==> src/rtl/br_wport_arbiter.sv <==
// Round-robin arbiter sharing one register-file write port between an ALU (A) and a load (B) requester.
// Optional pending-write scoreboard on pend_mask is enabled by defining BRARB_SCOREBOARD_EN.
module br_wport_arbiter #(
    parameter int DW           = 32,
    parameter int AW           = 5,
    parameter int FIFO_DEPTH   = 2,
    parameter int ZERO_PROTECT = 1
) (
    input  logic                 clk,
    input  logic                 rst,
    input  logic                 a_valid,
    output logic                 a_ready,
    input  logic [AW-1:0]        a_addr,
    input  logic [DW-1:0]        a_data,
    input  logic                 b_valid,
    output logic                 b_ready,
    input  logic [AW-1:0]        b_addr,
    input  logic [DW-1:0]        b_data,
    output logic [AW-1:0]        WA,
    output logic [DW-1:0]        Din,
    output logic                 RegWrite,
    output logic                 grant_src,
    output logic                 idle,
    output logic [(2**AW)-1:0]   pend_mask
);

    localparam int PW = (FIFO_DEPTH > 1) ? $clog2(FIFO_DEPTH) : 1;
    localparam int CW = PW + 1;
    localparam logic [CW-1:0] FULL_CNT = CW'(FIFO_DEPTH);
    localparam logic SRC_A = 1'b0;
    localparam logic SRC_B = 1'b1;

    logic [AW-1:0] addr_mem_q [2][FIFO_DEPTH];
    logic [DW-1:0] data_mem_q [2][FIFO_DEPTH];
    logic [PW-1:0] wr_ptr_q [2];
    logic [PW-1:0] wr_ptr_d [2];
    logic [PW-1:0] rd_ptr_q [2];
    logic [PW-1:0] rd_ptr_d [2];
    logic [CW-1:0] cnt_q [2];
    logic [CW-1:0] cnt_d [2];

    logic [1:0]    in_valid;
    logic [AW-1:0] in_addr [2];
    logic [DW-1:0] in_data [2];
    logic [1:0]    ready;
    logic [1:0]    nonempty;
    logic [1:0]    push;
    logic [1:0]    pop;

    logic          last_q, last_d;
    logic          gnt_any;
    logic          gnt_src;
    logic [AW-1:0] head_addr;
    logic [DW-1:0] head_data;
    logic          issue;

    logic          rw_q, rw_d;
    logic [AW-1:0] wa_q, wa_d;
    logic [DW-1:0] din_q, din_d;
    logic          gs_q, gs_d;

    always_comb begin
        in_valid   = {b_valid, a_valid};
        in_addr[0] = a_addr;
        in_addr[1] = b_addr;
        in_data[0] = a_data;
        in_data[1] = b_data;
        for (int unsigned s = 0; s < 2; s++) begin
            ready[s]    = (cnt_q[s] != FULL_CNT);
            nonempty[s] = (cnt_q[s] != '0);
            push[s]     = in_valid[s] & ready[s];
        end
    end

    // On a tie the source opposite the last grant wins; last_q resets to B so A wins first.
    always_comb begin
        gnt_any = |nonempty;
        case (nonempty)
            2'b01:   gnt_src = SRC_A;
            2'b10:   gnt_src = SRC_B;
            2'b11:   gnt_src = ~last_q;
            default: gnt_src = SRC_A;
        endcase
        pop[0]    = gnt_any && (gnt_src == SRC_A);
        pop[1]    = gnt_any && (gnt_src == SRC_B);
        head_addr = addr_mem_q[gnt_src][rd_ptr_q[gnt_src]];
        head_data = data_mem_q[gnt_src][rd_ptr_q[gnt_src]];
        issue     = gnt_any && !((ZERO_PROTECT != 0) && (head_addr == '0));
    end

    always_comb begin
        for (int unsigned s = 0; s < 2; s++) begin
            cnt_d[s]    = cnt_q[s] + CW'(push[s]) - CW'(pop[s]);
            wr_ptr_d[s] = push[s] ? wr_ptr_q[s] + PW'(1) : wr_ptr_q[s];
            rd_ptr_d[s] = pop[s]  ? rd_ptr_q[s] + PW'(1) : rd_ptr_q[s];
        end
        last_d = gnt_any ? gnt_src : last_q;
        gs_d   = gnt_any ? gnt_src : gs_q;
        rw_d   = issue;
        wa_d   = issue ? head_addr : wa_q;
        din_d  = issue ? head_data : din_q;
    end

    always_ff @(posedge clk or posedge rst) begin
        if (rst) begin
            cnt_q    <= '{default: '0};
            wr_ptr_q <= '{default: '0};
            rd_ptr_q <= '{default: '0};
            last_q   <= SRC_B;
            rw_q     <= 1'b0;
            wa_q     <= '0;
            din_q    <= '0;
            gs_q     <= SRC_A;
        end else begin
            cnt_q    <= cnt_d;
            wr_ptr_q <= wr_ptr_d;
            rd_ptr_q <= rd_ptr_d;
            last_q   <= last_d;
            rw_q     <= rw_d;
            wa_q     <= wa_d;
            din_q    <= din_d;
            gs_q     <= gs_d;
        end
    end

    // Storage needs no reset: only entries inside the count window are ever read.
    always_ff @(posedge clk) begin
        for (int unsigned s = 0; s < 2; s++) begin
            if (push[s]) begin
                addr_mem_q[s][wr_ptr_q[s]] <= in_addr[s];
                data_mem_q[s][wr_ptr_q[s]] <= in_data[s];
            end
        end
    end

    assign a_ready   = ready[0];
    assign b_ready   = ready[1];
    assign RegWrite  = rw_q;
    assign WA        = wa_q;
    assign Din       = din_q;
    assign grant_src = gs_q;
    assign idle      = (cnt_q[0] == '0) && (cnt_q[1] == '0) && !rw_q;

`ifdef BRARB_SCOREBOARD_EN
    logic [PW-1:0] slot;

    always_comb begin
        pend_mask = '0;
        slot      = '0;
        for (int unsigned s = 0; s < 2; s++) begin
            for (int unsigned k = 0; k < FIFO_DEPTH; k++) begin
                if (k < 32'(cnt_q[s])) begin
                    slot = rd_ptr_q[s] + PW'(k);
                    if (!((ZERO_PROTECT != 0) && (addr_mem_q[s][slot] == '0))) begin
                        pend_mask[addr_mem_q[s][slot]] = 1'b1;
                    end
                end
            end
        end
        if (rw_q) begin
            pend_mask[wa_q] = 1'b1;
        end
    end
`else
    assign pend_mask = '0;
`endif

endmodule
==> config.mk <==
export PLATFORM = sky130hd
export DESIGN_NAME = br_wport_arbiter
export DESIGN_NICKNAME = d
export VERILOG_FILES = /design/src/rtl/br_wport_arbiter.sv
export SDC_FILE = /design/constraint.sdc
export NUM_CORES = 1
export LEC_CHECK = 0
export CORE_UTILIZATION = 52
export DETAILED_ROUTE_END_ITERATION = 8
export GPL_ROUTABILITY_DRIVEN = 1
export PLACE_DENSITY_LB_ADDON = 0.25
export SLEW_MARGIN = 30
export SYNTH_ARGS = -nofsm -noshare
export SYNTH_HDL_FRONTEND = slang
export SYNTH_SLANG_ARGS = --single-unit
==> constraint.sdc <==
create_clock -name clk -period 3.4 [get_ports clk]
set_input_delay 0.51 -clock clk [delete_from_list [all_inputs] [get_ports clk]]
set_output_delay 0.51 -clock clk [all_outputs]
set_load 0.01 [all_outputs]
==> flow_summary_export.csv, run 1 <==
group,metric,value,unit
layout,antenna_cells_inserted,0,
worst_setup_path,r2r_end,"cnt_q[3]$_DFF_PP0_",
power,seq_power_share,0.404,
timing,fin_setup_tns,0,ns
synth,synth_area,7990,um^2
cts,tritoncts,"built",
floorplanning,chipWidth,126,um
layout,areaGrowthSynthToFinish,24.6,%
layout,layout.area.seq,5650,um^2
routing,routed_via_density,5.32,
timing,slew-limit-headroom,0.539,
power,powerDensity,940,nW/um^2
worst_setup_path,rr_startpoint,"cnt_q[2]$_DFF_PP0_",
timing,maxSlewViolCount,0,
power,power.static_leakage,0.00395,uW
power,share_comb_of_total_power,0.372,
global_routing,via_count_of_the_first_global_routing_pass,4297,
floorplanning,rows,44,
synth,ys_seq_elements,196,
power,p_sw,2830,uW
outcome,status,"finished clean",
timing,worst_clock_skew,0.00847,ns
cts,clock-sinks,196,
layout,core_utilization_of_the_finished_layout,0.675,
cts,cts.root.buffer_cell,"clkbuf_16",
place,detailed_place_hpwl,9730,um
layout,layout.cell_area.non_filler,9960,um^2
worst_setup_path,cpMaxStageDelayCell,"nor4_2",
global_routing,grt_antenna_before_repair,0,
hold_path,hold_path.startpoint,"grant_src$_DFFE_PP0N_",
worst_setup_path,critical_path.n_buffers_inverters,1,
worst_setup_path,critPathMaxStageDelay,0.61,ns
worst_setup_path,r2r_slack,1.07,ns
routing,routed-wl-met2,7490,um
global_routing,grt-ovfl-total,0,
hold_path,holdPathStages,2,
place,routability_congestion,0.764,
synth,mean_instance_size_in_the_synthesized_netlist,18.1,um^2
layout,multi_input_comb_area,2130,um^2
layout,mostFrequentLayoutCells,"edfxtp_1, clkdlybuf4s50_1, mux2i_1",
timing,final_critical_path_setup_slack,0.555,ns
power,intPower,6520,uW
floorplanning,floorplan.initialDensity,0.542,
global_routing,grt_start_max_net_pins,38,
cts,clk_pin_slew_worst_paths,0.07,ns
worst_setup_path,worst-path-stages,3,
cts,ctsResizeCount,0,
synth,yosysUniqueCellTypes,36,
place,dp_worst_setup_slack,1.03,ns
cts,h-tree-depth,4,
routing,dr.max_layer_used,"met4",
place,place_area,9330,um^2
floorplanning,floorplan.core_area,14800,um^2
layout,final_common_cell,"edfxtp_1",
power,p_clk_frac,0.224,
timing,fmax,351,MHz
cts,cts_setup_buffers,0,
synth,synth_edf_count,148,
timing,layout_min_cycle_time,2.85,ns
synth,synth-async-reset-ratio,0.245,
routing,routed_wl,15000,um
layout,post_route_cells_drive_above_1_share,0.165,
power,post-layout-total-power,9360,uW
layout,filler_cell_count,1009,
synth,syn_inst,441,
floorplanning,die_height,126,um
power,vdd_ir_drop_max,0.658,mV
cts,cts_made_buffers,17,
hold_path,holdPathEnd,"grant_src$_DFFE_PP0N_",
worst_setup_path,crit_required,2.89,ns
worst_setup_path,timing.critical_path.max_delay_family,"simple AND/OR/NAND/NOR gates",
cts,ctsHoldBuffers,0,
worst_setup_path,crit_path_launch_type,"flop",
timing,rsz0062_at_grt,"false",
power,power_switching_share,0.303,
synth,dominant_register_cell_in_the_synthesized_netlist,"edfxtp_1",
worst_setup_path,crit_path_cell_trace,"nor4_2, nor2b_1, clkdlybuf4s50_1",
routing,residual_drc,0,
routing,routedWlPerCell,19.4,um
cts,clk-insertion-delay-late,0.43,ns
routing,firstDrtPassIters,4,
global_routing,grt_first_pass_wirelength,23300,um
hold_path,min_path_type,"flop to flop",
synth,synth.yosys.seq_area_share,0.707,
timing,report.final.hold_viol_count,0,
routing,antenna_left,0,
worst_setup_path,timing.critical_path.arrival,2.34,ns
layout,final_nets,658,
synth,yosys_warnings,0,
floorplanning,io_pins,152,
worst_setup_path,peak_fanout_along_the_critical_path,6,
worst_setup_path,worst_path_class_setup,"flop to output pin",
floorplanning,dieArea,15900,um^2
worst_setup_path,reg2reg_depth,9,
cts,clock_tree_buffer_depth,2,
timing,setup-violations-final,0,
worst_setup_path,critical_path.endpoint_type,"output pin",
global_routing,track_usage,0.201,
job,cap_viol_max_count,0,
place,buffer_ports.inserted,119,
timing,slew_of_the_pin_with_the_lowest_slew_margin,0.691,ns
routing,drtIter0Drc,293,
timing,final.period_utilization,0.837,
routing,drt-met1-wl,6560,um
routing,num_vias,4113,
routing,dr_wl_met3,758,um
## metrics by stage
step | hold slack [ns] | std cells
6_report | 0.501 | 773
5_1_grt | 0.522 | 773
4_1_cts | 0.497 | 773
3_5_place_dp | 0.480 | 741
3_3_place_gp | 0.475 | 741
2_1_floorplan | 0.461 | 472
## cells in the mapped netlist (2+ instances only)
cell type / instances / area, um^2
and3_1: 2 / 12.5
buf_1: 3 / 11.3
buf_2: 8 / 40.0
buf_4: 32 / 240
buf_8: 3 / 45.0
dfrtp_1: 47 / 1180
edfxtp_1: 148 / 4440
ha_1: 4 / 50.1
inv_1: 3 / 11.3
mux2_2: 8 / 90.1
mux2_4: 29 / 435
mux2i_1: 109 / 1090
nand2_1: 5 / 18.8
nand2b_1: 3 / 18.8
nor2_1: 6 / 22.5
nor2b_1: 2 / 12.5
o21a_1: 2 / 15.0
or2_2: 2 / 12.5
or4_1: 2 / 15.0
xnor2_1: 7 / 61.3
## state kept, by name (all words and copies together) (netlist names)
name,cells
RegWrite,1
addr_mem_q,20
rd_ptr_q,2
grant_src,1
Din,32
last_q,1
WA,5
wr_ptr_q,2
cnt_q,4
data_mem_q,128
## power by group through the flow
stage               logic [uW]  clock network [uW]  registers, uW
floorplan                 2320                   0           3810
global placement          3400                   0           3800
detailed placement        3510                   0           3830
CTS                       3530                2130           3790
global route              3750                2210           3860
finish                    3480                2100           3780
## worst max-delay path by stage
stage	startpoint	to	slack (ns)
5_1_grt	cnt_q[2]$_DFF_PP0_	idle	0.46
2_1_floorplan	cnt_q[2]$_DFF_PP0_	addr_mem_q[0][5]$_DFFE_PP_	0.65
3_5_place_dp	cnt_q[3]$_DFF_PP0_	idle	1.03
4_1_cts	cnt_q[2]$_DFF_PP0_	idle	0.53
6_report	cnt_q[2]$_DFF_PP0_	idle	0.55
3_3_place_gp	cnt_q[2]$_DFF_PP0_	idle	1.02
## logic make-up (layout without fill, tap and decap cells)
kind of cell               count (synthesis)  count (layout)  share of synthesized area
adders and majority gates                  4               4                    0.00626
AOI/OAI and AO/OA                         10              10                     0.0136
muxes                                    146             146                      0.202
xor gates and xnor gates                   8               8                    0.00877
and+or+nand+nor                           26              26                     0.0179
buffers and inverters                     50             167                     0.0440
DFF                                      196             196                      0.707
other                                      1              32                   0.000469
## worst min-delay path, delay by kind of cell (launching register included)
| family | cells | cell delay (ns) |
|---|---|---|
| simple gates | 2 | 0.12 |
| flops | 1 | 0.35 |
## per-layer routing
| metal | vias to the layer above | GRT usage |
|---|---|---|
| met1 | 2088 | 0.254 |
| met3 | 21 | 0.0527 |
| met5 | - | 0 |
| li1 | 1872 | - |
| met4 | 0 | 0.0659 |
| met2 | 132 | 0.338 |
## final cells by class
cell class / instances / area share
multi-input combinational: 226 / 0.214
sequential: 196 / 0.567
tap: 184 / 0.0231
clock inverter: 13 / 0.0183
timing repair buffer: 131 / 0.131
inverter: 4 / 0.00151
clock buffer: 19 / 0.0445
Power figures use the tool's default switching activity.
==> inputs of run 2 (changes only) <==
--- a/config.mk
+++ b/config.mk
@@ -5,7 +5,7 @@
 export SDC_FILE = /design/constraint.sdc
 export NUM_CORES = 1
 export LEC_CHECK = 0
-export CORE_UTILIZATION = 52
+export CORE_UTILIZATION = 47
 export DETAILED_ROUTE_END_ITERATION = 8
 export GPL_ROUTABILITY_DRIVEN = 1
 export PLACE_DENSITY_LB_ADDON = 0.25
==> constraint.sdc (replaced) <==
create_clock -name clk -period 2.45 [get_ports clk]
set_input_delay 0.3675 -clock clk [delete_from_list [all_inputs] [get_ports clk]]
set_output_delay 0.3675 -clock clk [all_outputs]
set_load 0.01 [all_outputs]
==> run 2 against run 1 <==
Flip-flop and latch count did not move; clock-buffer cell count rose by 4; first-iteration DRC count fell by 29%; worst setup slack got worse by 0.48 ns; total power rose by 38%; die area rose by 10%; utilization fell by 7.1 points; combinational power rose by 43%; cell area rose by 0.64%; hold slack got worse by 0.043 ns; clock power rose by 28%; critical path type unchanged.
==> flow_summary_export.csv, run 2 (same netlist as run 1, synthesis figures left out) <==
group,metric,value,unit
cts,ctsHoldBuffers,0,
power,power_switching_share,0.303,
routing,antenna_left,0,
timing,layout_min_cycle_time,2.37,ns
routing,routed_wl,15000,um
floorplanning,io_pins,152,
cts,cts_made_buffers,17,
hold_path,min_path_type,"primary input to asynchronous set/reset pin",
power,powerDensity,1280,nW/um^2
place,detailed_place_hpwl,9800,um
power,p_sw,3900,uW
cts,tritoncts,"built",
timing,rsz0062_at_grt,"false",
layout,post_route_cells_drive_above_1_share,0.170,
floorplanning,floorplan.core_area,16600,um^2
timing,setup-violations-final,0,
timing,worst_hold_slack,0.458,ns
place,buffer_ports.inserted,119,
routing,routedWlPerCell,18.4,um
routing,routed_via_density,4.97,
power,share_comb_of_total_power,0.386,
job,cap_viol_max_count,0,
global_routing,track_usage,0.182,
timing,fmax,421,MHz
layout,mostFrequentLayoutCells,"edfxtp_1, clkdlybuf4s50_1, mux2i_1",
global_routing,grt_antenna_before_repair,0,
power,seq_power_share,0.405,
layout,final_nets,664,
worst_setup_path,critical_path.endpoint_type,"output pin",
global_routing,via_count_of_the_first_global_routing_pass,4298,
place,routability_congestion,0.744,
worst_setup_path,critical_path.n_buffers_inverters,1,
timing,final.period_utilization,0.968,
layout,filler_cell_count,1245,
layout,final_common_cell,"edfxtp_1",
worst_setup_path,timing.critical_path.arrival,2.00,ns
worst_setup_path,crit_required,2.08,ns
cts,h-tree-depth,4,
layout,antenna_cells_inserted,0,
floorplanning,rows,47,
outcome,status,"finished clean",
worst_setup_path,worst_path_class_setup,"flop to output pin",
power,post-layout-total-power,12900,uW
power,power.static_leakage,0.00397,uW
global_routing,grt_first_pass_wirelength,23300,um
power,vdd_ir_drop_max,0.679,mV
cts,clock_tree_buffer_depth,2,
floorplanning,dieArea,17500,um^2
routing,residual_drc,0,
timing,slew-limit-headroom,0.541,
power,p_clk_frac,0.209,
timing,report.final.hold_viol_count,0,
timing,worst_clock_skew,0.00747,ns
routing,firstDrtPassIters,4,
worst_setup_path,crit_path_launch_type,"flop",
timing,slew_of_the_pin_with_the_lowest_slew_margin,0.688,ns
cts,clk-insertion-delay-late,0.42,ns
worst_setup_path,timing.critical_path.max_delay_family,"simple AND/OR/NAND/NOR gates",
worst_setup_path,crit_path_cell_trace,"nor4_4, nor2b_1, clkdlybuf4s50_1",
routing,drtIter0Drc,208,
power,intPower,8970,uW
layout,areaGrowthSynthToFinish,25.4,%
floorplanning,chipWidth,132,um
timing,fin_setup_tns,0,ns
cts,cts.root.buffer_cell,"clkbuf_16",
routing,num_vias,4052,
worst_setup_path,cpMaxStageDelayCell,"clkdlybuf4s50_1",
cts,clk_pin_slew_worst_paths,0.06,ns
global_routing,grt-ovfl-total,0,
layout,largest_register_ffs,128,
floorplanning,die_height,132,um
worst_setup_path,critPathMaxStageDelay,0.55,ns
timing,maxSlewViolCount,0,
floorplanning,floorplan.initialDensity,0.482,
worst_setup_path,peak_fanout_along_the_critical_path,5,
cts,clock-sinks,196,
global_routing,grt_start_max_net_pins,49,
-- run 2: cell types whose count changed in the layout (fill, tap and decap cells not counted), sizes merged --
cell / delta
clkinvlp: -2
bufinv: -2
clkbuf: +4
buf: +6
-- run 2: path summary, 6_finish.rpt --
path,startpoint,slack (ns),cells past startpoint,to
min in group clk,grant_src$_DFFE_PP0N_,0.50,2,grant_src$_DFFE_PP0N_
max reg2reg,cnt_q[1]$_DFF_PP0_,0.35,9,cnt_q[3]$_DFF_PP0_
min reg2reg,grant_src$_DFFE_PP0N_,0.50,2,grant_src$_DFFE_PP0N_
max,cnt_q[0]$_DFF_PP0_,0.08,3,idle
max in group asynchronous,rst,1.50,3,rd_ptr_q[0]$_DFFE_PP0P_
min,rst,0.46,3,Din[24]$_DFFE_PP0P_
-- run 2: cell type report --
type,count,area (um^2),share of cell area
Tap cell,220,275,0.0275
Sequential cell,196,5650,0.564
Timing Repair Buffer,137,1360,0.136
Clock buffer,23,478,0.0477
Inverter,4,15.0,0.00150
Multi-Input combinational cell,226,2130,0.213
Clock inverter,9,103,0.0102
-- run 2: repair_timing --
action / in CTS / in global routing
gates cloned: 0 / 0
gates resized for setup: 1 / 1
buffers inserted: 0 / 1
setup endpoints to repair: 1 / 1
pin swaps: 0 / 1
-- run 2: layer usage --
layer | part of all wire | global-route usage | vias up
li1 | - | - | 1878
met1 | 0.42 | 0.222 | 2029
met2 | 0.52 | 0.318 | 135
met3 | 0.051 | 0.0473 | 10
met4 | 0.0094 | 0.0517 | 0
met5 | 0 | 0 | -
-- run 2: stage by stage --
step	utilization	area, um^2	setup WS (ns)	std cells
4_1_cts	0.604	10000	0.0332	814
6_report	0.604	10000	0.0775	815
3_3_place_gp	0.568	9420	0.431	782
3_5_place_dp	0.568	9420	0.403	782
2_1_floorplan	-	8110	0.268	472
5_1_grt	0.604	10000	0.00462	815
-- run 2: power groups by stage --
| stage | Clock (uW) | Combinational [uW] | Sequential [uW] |
|---|---|---|---|
| final | 2690 | 4960 | 5210 |
| after global routing | 2890 | 5340 | 5310 |
| after CTS | 2740 | 5050 | 5220 |
| after detailed placement | 0 | 5040 | 5250 |
| after global placement | 0 | 4890 | 5220 |
| after floorplan | 0 | 3220 | 5280 |
-- run 2: worst reg2reg max path: cells and delay by family, from the launching register on --
family	cells	cell delay [ns]
buffers and inverters	2	0.13
flip-flops	1	0.46
XOR/XNOR	2	0.29
AND/OR/NAND/NOR	3	0.71
adder cells (fa/ha/maj)	2	0.41
